### src/rtl/div_pkg.sv
// Shared types and helpers for the restoring divider sequencer.
package div_pkg;

    // Controller states: waiting for work, iterating, presenting the result.
    typedef enum logic [1:0] {
        IDLE,
        RUN,
        DONE
    } state_e;

    // Width of the iteration counter, which must hold WL-1.
    function automatic int CNT_W(input int wl);
        return (wl <= 2) ? 1 : $clog2(wl);
    endfunction

endpackage

### src/rtl/div_step.sv
// One restoring-division step: shift the next dividend bit into the partial
// remainder, then compare-subtract against the divisor.
module div_step #(
    parameter int WL = 4
) (
    input  logic [WL:0]   rh_i,
    input  logic          n_bit_i,
    input  logic [WL-1:0] d_i,
    output logic [WL:0]   rh_o,
    output logic          q_bit_o
);

    localparam int RW = WL + 1;

    // The partial remainder entering a step is always below 2^WL, so its top
    // bit is zero and shifting the whole register matches shifting its low WL
    // bits; the extra bit keeps the compare exact without dropping anything.
    logic [WL+1:0] rh_s;
    logic [WL+1:0] d_ext;

    // Shift in the dividend bit, then subtract the divisor if it fits.
    always_comb begin
        // NOTE: every output gets a value before any branch, so no path leaves
        // a signal unassigned and no latch is inferred.
        rh_s    = {rh_i, n_bit_i};
        d_ext   = {2'b00, d_i};
        rh_o    = RW'(rh_s);
        q_bit_o = 1'b0;
        if (rh_s >= d_ext) begin
            rh_o    = RW'(rh_s - d_ext);
            q_bit_o = 1'b1;
        end
    end

endmodule

### src/rtl/div_sequencer.sv
// Sequential controller for a restoring unsigned divider: accepts n/d on
// start, runs WL shift/compare-subtract steps MSB first, then pulses done
// and holds q, r and dbz until the next accepted start.
// Optional feature macro: DIV_BY_ZERO_DETECT_EN (short-circuits d=0 to DONE
// in one cycle and raises dbz).
module div_sequencer
    import div_pkg::*;
#(
    parameter int WL = 4
) (
    input  logic          clk,
    input  logic          rst,
    input  logic          start,
    input  logic [WL-1:0] n,
    input  logic [WL-1:0] d,
    output logic          busy,
    output logic          done,
    output logic [WL-1:0] q,
    output logic [WL-1:0] r,
    output logic          dbz
);

    localparam int CW = CNT_W(WL);

    state_e        state_q, state_d;
    logic [CW-1:0] count_q, count_d;
    logic [WL:0]   rh_q,    rh_d;
    logic [WL-1:0] q_q,     q_d;
    logic [WL-1:0] n_q,     n_d;
    logic [WL-1:0] d_q,     d_d;
    logic [WL:0]   step_rh;
    logic          step_q;
`ifdef DIV_BY_ZERO_DETECT_EN
    logic          dbz_q,   dbz_d;
`endif

    div_step #(
        .WL(WL)
    ) u_step (
        .rh_i    (rh_q),
        .n_bit_i (n_q[count_q]),
        .d_i     (d_q),
        .rh_o    (step_rh),
        .q_bit_o (step_q)
    );

    // Next-state, counter and datapath register updates.
    always_comb begin
        state_d = state_q;
        count_d = count_q;
        rh_d    = rh_q;
        q_d     = q_q;
        n_d     = n_q;
        d_d     = d_q;
`ifdef DIV_BY_ZERO_DETECT_EN
        dbz_d   = dbz_q;
`endif
        case (state_q)
            IDLE: begin
                if (start) begin
                    n_d     = n;
                    d_d     = d;
                    rh_d    = '0;
                    q_d     = '0;
                    count_d = CW'(WL - 1);
                    state_d = RUN;
`ifdef DIV_BY_ZERO_DETECT_EN
                    dbz_d   = 1'b0;
                    // Same q/r the full algorithm would give, without the wait.
                    if (d == '0) begin
                        dbz_d   = 1'b1;
                        q_d     = '1;
                        rh_d    = {1'b0, n};
                        state_d = DONE;
                    end
`endif
                end
            end
            RUN: begin
                rh_d         = step_rh;
                q_d[count_q] = step_q;
                if (count_q == '0) begin
                    state_d = DONE;
                end else begin
                    count_d = count_q - CW'(1);
                end
            end
            DONE: begin
                state_d = IDLE;
            end
            default: begin
                state_d = IDLE;
            end
        endcase
    end

    // State and datapath registers with synchronous reset.
    always_ff @(posedge clk) begin
        // NOTE: registers are written with non-blocking assignments so every
        // flop samples the pre-edge values, independent of statement order.
        if (rst) begin
            state_q <= IDLE;
            count_q <= '0;
            rh_q    <= '0;
            q_q     <= '0;
            n_q     <= '0;
            d_q     <= '0;
`ifdef DIV_BY_ZERO_DETECT_EN
            dbz_q   <= 1'b0;
`endif
        end else begin
            state_q <= state_d;
            count_q <= count_d;
            rh_q    <= rh_d;
            q_q     <= q_d;
            n_q     <= n_d;
            d_q     <= d_d;
`ifdef DIV_BY_ZERO_DETECT_EN
            dbz_q   <= dbz_d;
`endif
        end
    end

    assign busy = (state_q != IDLE);
    assign done = (state_q == DONE);
    assign q    = q_q;
    assign r    = rh_q[WL-1:0];
`ifdef DIV_BY_ZERO_DETECT_EN
    assign dbz  = dbz_q;
`else
    assign dbz  = 1'b0;
`endif

endmodule
### config.mk
export PLATFORM = sky130hd
export DESIGN_NAME = div_sequencer
export DESIGN_NICKNAME = d
export VERILOG_FILES = /design/src/rtl/div_pkg.sv /design/src/rtl/div_step.sv /design/src/rtl/div_sequencer.sv
export SDC_FILE = /design/constraint.sdc
export NUM_CORES = 1
export LEC_CHECK = 0
export ABC_AREA = 1
export BUFFER_PORTS_ARGS = -buffer_cell sky130_fd_sc_hd__buf_4
export CAP_MARGIN = 40
export CORE_MARGIN = 4
export CORE_UTILIZATION = 53
export DETAILED_ROUTE_END_ITERATION = 7
export HOLD_SLACK_MARGIN = 0.05
export PLACE_DENSITY = 0.81
export SYNTH_ARGS = -nofsm -noshare
export SYNTH_HDL_FRONTEND = slang
export SYNTH_SLANG_ARGS = --single-unit
export TNS_END_PERCENT = 30
### constraint.sdc
create_clock -name clk -period 2.1 [get_ports clk]
set_input_delay 0.315 -clock clk [delete_from_list [all_inputs] [get_ports clk]]
set_output_delay 0.315 -clock clk [all_outputs]
set_load 0.05 [all_outputs]
Yosys cells after proc, flatten, opt, wreduce, memory -nomap -nowiden
Cells that the tools add are included.

Flip-flop bits (word level): 21. Input port bits: 11. Output and inout bits: 11.

$add $sub $neg: 2. Magnitude comparators: 3. Equal/unequal tests: 5. Multiplexer cells: 17. Reductions and logical operators: 9.

Operators by type and width (number): $mux 5 (2); $pmux 5 s2 (1); $mux 2 (4); $pmux 2 s2 (2); $pmux 4 s2 (1); $ge 6x4->1 (1); $ne 2x2->1 const B (3); $reduce_and 2->1 (3); $sub 5x4->5 (1); $bwmux 4 (1); $logic_not 2->1 (2); $mux 4 (1); $reduce_bool 2->1 (2); $lt 2x3->1 const B (1); $mux 1 (3); $reduce_and 3->1 (1); $bmux 1 s2 (1); $demux 1 s2 (1); $eq 2x1->1 const B (1); $eq 2x2->1 const B (1); $ge 2x1->1 const B (1); $sub 2x1->2 const B (1); $logic_and 1x1->1 (1).

Longest topological paths before layout
Depth in word-level cells: 6. Gate-level depth with buffers: 13. Gate-level depth less buffers: 13.

By module
From an unflattened synthesis, not the netlist that was laid out.

Cell total of the unflattened synthesis: 169. Area, all modules: 1301.2 um^2.

Modules (own cells, without submodules): div_sequencer (times used 1, cells an instance 124, area an instance 1016.0 um^2, sequential area each 420.4 um^2); div_step (times used 1, cells an instance 45, area an instance 285.3 um^2, sequential area each 0.0 um^2).

Least setup slack after synthesis
No wires, ideal clock.

Path type: register to register. Start: reg count_q[0]. End: reg rh_q[3]. Setup time: 132 ps. Data arrival time: 1725 ps. Data required time: 1968 ps. Path slack: 243 ps. Cell stages (with the launch flop): 13. Cells stage by stage: dfxtp_1 -> inv_1 -> nand2_1 -> nand3_1 -> nand2_1 -> ha_1 -> fa_1 -> nor2_2 -> nor2_2 -> nand2_4 -> nand3_1 -> nand2_1 -> a21oi_1.

Word-level cells in the longest chain between the ends: 5. Elaborated cells on any way between the ends: 6. Classes of those cells: add/sub: 1; order compare: 1; mux: 4.

RTL lines: from (decl) (RTL line div_sequencer.sv:26) `logic [CW-1:0] count_q, count_d;`; from (signal assigned) (RTL line div_sequencer.sv:113) `count_q <= count_d;`; $bmux 1 s2 * (RTL line div_sequencer.sv:41) `.n_bit_i (n_q[count_q]),`; $mux 1 (implied by the code) * (RTL line div_sequencer.sv:41); $sub 5x4->5 or $ge 6x4->1 (tied branches) (RTL line div_step.sv:30, div_step.sv:29); $mux 5 * (RTL line div_step.sv:29) `if (rh_s >= d_ext) begin`; $pmux 5 s2 * (RTL line div_sequencer.sv:58) `case (state_q)`; to (signal assigned) (RTL line div_sequencer.sv:114) `rh_q <= rh_d;`; to (decl) (RTL line div_sequencer.sv:27) `logic [WL:0] rh_q, rh_d;`.

Every way passes the cells marked *; elsewhere a longest branch is shown, timed or not. The select of a mux whose other input is x is not followed. A chain may end at the register's enable or synchronous reset.

Final worst setup path
Same ends and word-level chain as after synthesis.

==> flow_summary.json <==
{
  "drc": 0,
  "synthTopCellsByCount": "nand2_1 (33), dfxtp_1 (21), nand3_1 (17), nor2_1 (17), inv_1 (16)",
  "syn-instance-count": 159,
  "syn_nets": 179,
  "wl_um": 2360,
  "start_util": 0.574,
  "synthXorXnorAreaFrac": 0.00763,
  "track_usage": 0.187,
  "p_leak_nw": 0.618,
  "viasPerCell": 5.11,
  "antenna_found_initial": 0,
  "hold_viol_final": 0,
  "ios": 22,
  "grt_pass1_wl_um": 3990,
  "finalHoldWorstSlack_ps": 260,
  "hold_buffers": 0,
  "overflow": 0,
  "path_max_fanout": 10,
  "hold_class": "in2reg",
  "port_buffers": 20,
  "start_kind": "register",
  "yosysMostFrequentCell": "nand2_1",
  "ir_drop_v": 0.000562,
  "clock_skew_ps": 7.26,
  "synthSimpleGateAreaFrac": 0.304,
  "netlist_area_um2": 1150,
  "drt_first_pass_iters": 4,
  "clockBufferDepth": 2,
  "worstSetupPathType": "reg2reg",
  "power_density_nw_per_um2": 888,
  "utilization": 0.653,
  "ys_seq_elements": 21,
  "vias": 1033,
  "fin_crit_sh": 0.919,
  "path_clk_slew_ps": 120,
  "yosysWarnings": 0,
  "cts_setup_buffers": 0,
  "cts-root-buf": "clkbuf_4",
  "drtIter0Drc": 11,
  "setup_viol": 0,
  "dp_hpwl_um": 1880,
  "required_ps": 2340,
  "nFillCells": 200,
  "status": "finished clean",
  "synth_ff_type": "dfxtp_1",
  "synth_top_area_frac": 0.366,
  "syn_to_final_growth_pct": 13.8,
  "antennaDiodeCount": 0,
  "rows": 16,
  "grt_pass1_vias": 964,
  "synthAdderAreaFrac": 0.105,
  "drv_cap": 0,
  "detail_route.wl_per_cell_um": 11.7,
  "cts_tree": "yes",
  "synthTopCellsByArea": "dfxtp_1 (37%), nand2_1 (11%), ha_1 (8.7%), nand3_1 (7.4%), a21oi_1 (5.7%)",
  "avgSynthCellArea_um2": 7.22,
  "muxShareOfSynthArea": 0,
  "gp_congestion": 0.864,
  "cp.arrival_ps": 2170,
  "synth_cell_type_count": 23,
  "yosysTopAreaCell": "dfxtp_1",
  "drive_above_1_share": 0.217,
  "max_freq_ghz": 0.518,
  "yosysSeqAreaShare": 0.366,
  "crit_path_end_kind": "register",
  "cts_sinks": 21,
  "multi_input_area_um2": 609,
  "synth_top_family_by_area": "simple AND/OR/NAND/NOR gates",
  "period_minus_slack_ps": 1930,
  "core-area_um2": 2000,
  "grt_max_degree": 18,
  "synth_edf_count": 0,
  "cts-htree-levels": 1,
  "antenna_left": 0,
  "synth_compound_area_frac": 0.109,
  "die-area_um2": 2980,
  "seq_area_um2": 423,
  "cts_made_buffers": 3,
  "rsz0062_at_grt": "false",
  "report.final.slew_viol_count": 0,
  "finalNetCount": 196,
  "final.setup.tns_ps": 0,
  "clock_latency_ps": 300,
  "async_flop_share": 0,
  "die_height_um": 54.6,
  "die_w_um": 54.6,
  "cts_resized": 0
}
## metal layers
layer	part of all wire	vias up	global-route usage
met5	0	-	0
met4	0.011	0	0.0830
met3	0.032	4	0.0272
met2	0.51	15	0.347
met1	0.45	476	0.209
li1	-	538	-
## layout by cell type (no fill, tap or decap)
| cell type | instances |
|---|---|
| a21oi_1 | 13 |
| buf_4 | 20 |
| clkbuf_4 | 3 |
| clkinv_2 | 1 |
| conb_1 | 1 |
| dfxtp_1 | 19 |
| dfxtp_2 | 2 |
| fa_2 | 1 |
| ha_1 | 8 |
| inv_1 | 15 |
| inv_2 | 2 |
| nand2_1 | 33 |
| nand2_2 | 2 |
| nand2_4 | 1 |
| nand3_1 | 17 |
| nand3b_1 | 1 |
| nor2_1 | 17 |
| nor2_2 | 3 |
| nor2_4 | 1 |
| o21ai_0 | 12 |
| or2_2 | 1 |
| or2_4 | 1 |
| xor2_1 | 1 |
## flip-flops by register name, summed over array words and instances (netlist names)
name     flops
q            4
count_q      2
n_q          4
rh_q         5
d_q          4
state_q      2
## critical path, cell delays in order, from the launching register on
cell	delay (ps)
dfxtp_2	370
inv_2	100
nand2_1	60
nand3_1	60
nand2_1	70
ha_1	210
fa_2	360
nor2_2	130
nor2_2	90
nand2_4	130
nand2_1	60
nand2_1	70
nand2_1	50
a21oi_1	110
## kinds of logic (layout without fill, tap and decap cells)
family	after synthesis	count (layout)
flip-flops	21	21
AO/OA/AOI/OAI	25	25
XOR/XNOR	1	1
AND/OR/NAND/NOR	77	77
adder cells (fa/ha/maj)	9	9
other	1	1
buffers and inverters	25	41
## worst paths after layout
path | startpoint | end | slack, ps | depth (start not counted)
worst min-delay path | n[0] | n_q[0] | 260 | 3
worst min register to register | d_q[3] | d_q[3] | 470 | 2
worst max-delay path | count_q[0] | rh_q[3] | 170 | 13
worst max register to register | count_q[0] | rh_q[3] | 170 | 13
## where the power goes
group | internal, mW | leakage (nW) | switching, mW | total [mW]
sequential | 0.440 | 0.173 | 0.0341 | 0.474
clock | 0.0709 | 0.0177 | 0.122 | 0.193
combinational | 0.172 | 0.427 | 0.322 | 0.494
total | 0.683 | 0.618 | 0.478 | 1.16
## final cells by class
type                    instances  share of cell area
inverters                      17              0.0488
multi-input cells             113               0.466
flip-flops and latches         21               0.323
clock inverters                 1             0.00383
well taps                      27              0.0258
clock buffers                   3              0.0172
repair buffers                 20               0.115
## per-stage QoR
step	power (mW)	instances	setup WS, ps	instance area [µm²]
6_report	1.16	202	171	1310
5_1_grt	1.26	202	39.9	1310
4_1_cts	1.16	202	11.5	1300
3_5_place_dp	0.972	198	38.5	1270
3_3_place_gp	0.954	198	158	1270
2_1_floorplan	0.877	159	243	1150
No activity file was read; power rests on OpenSTA's default activity.
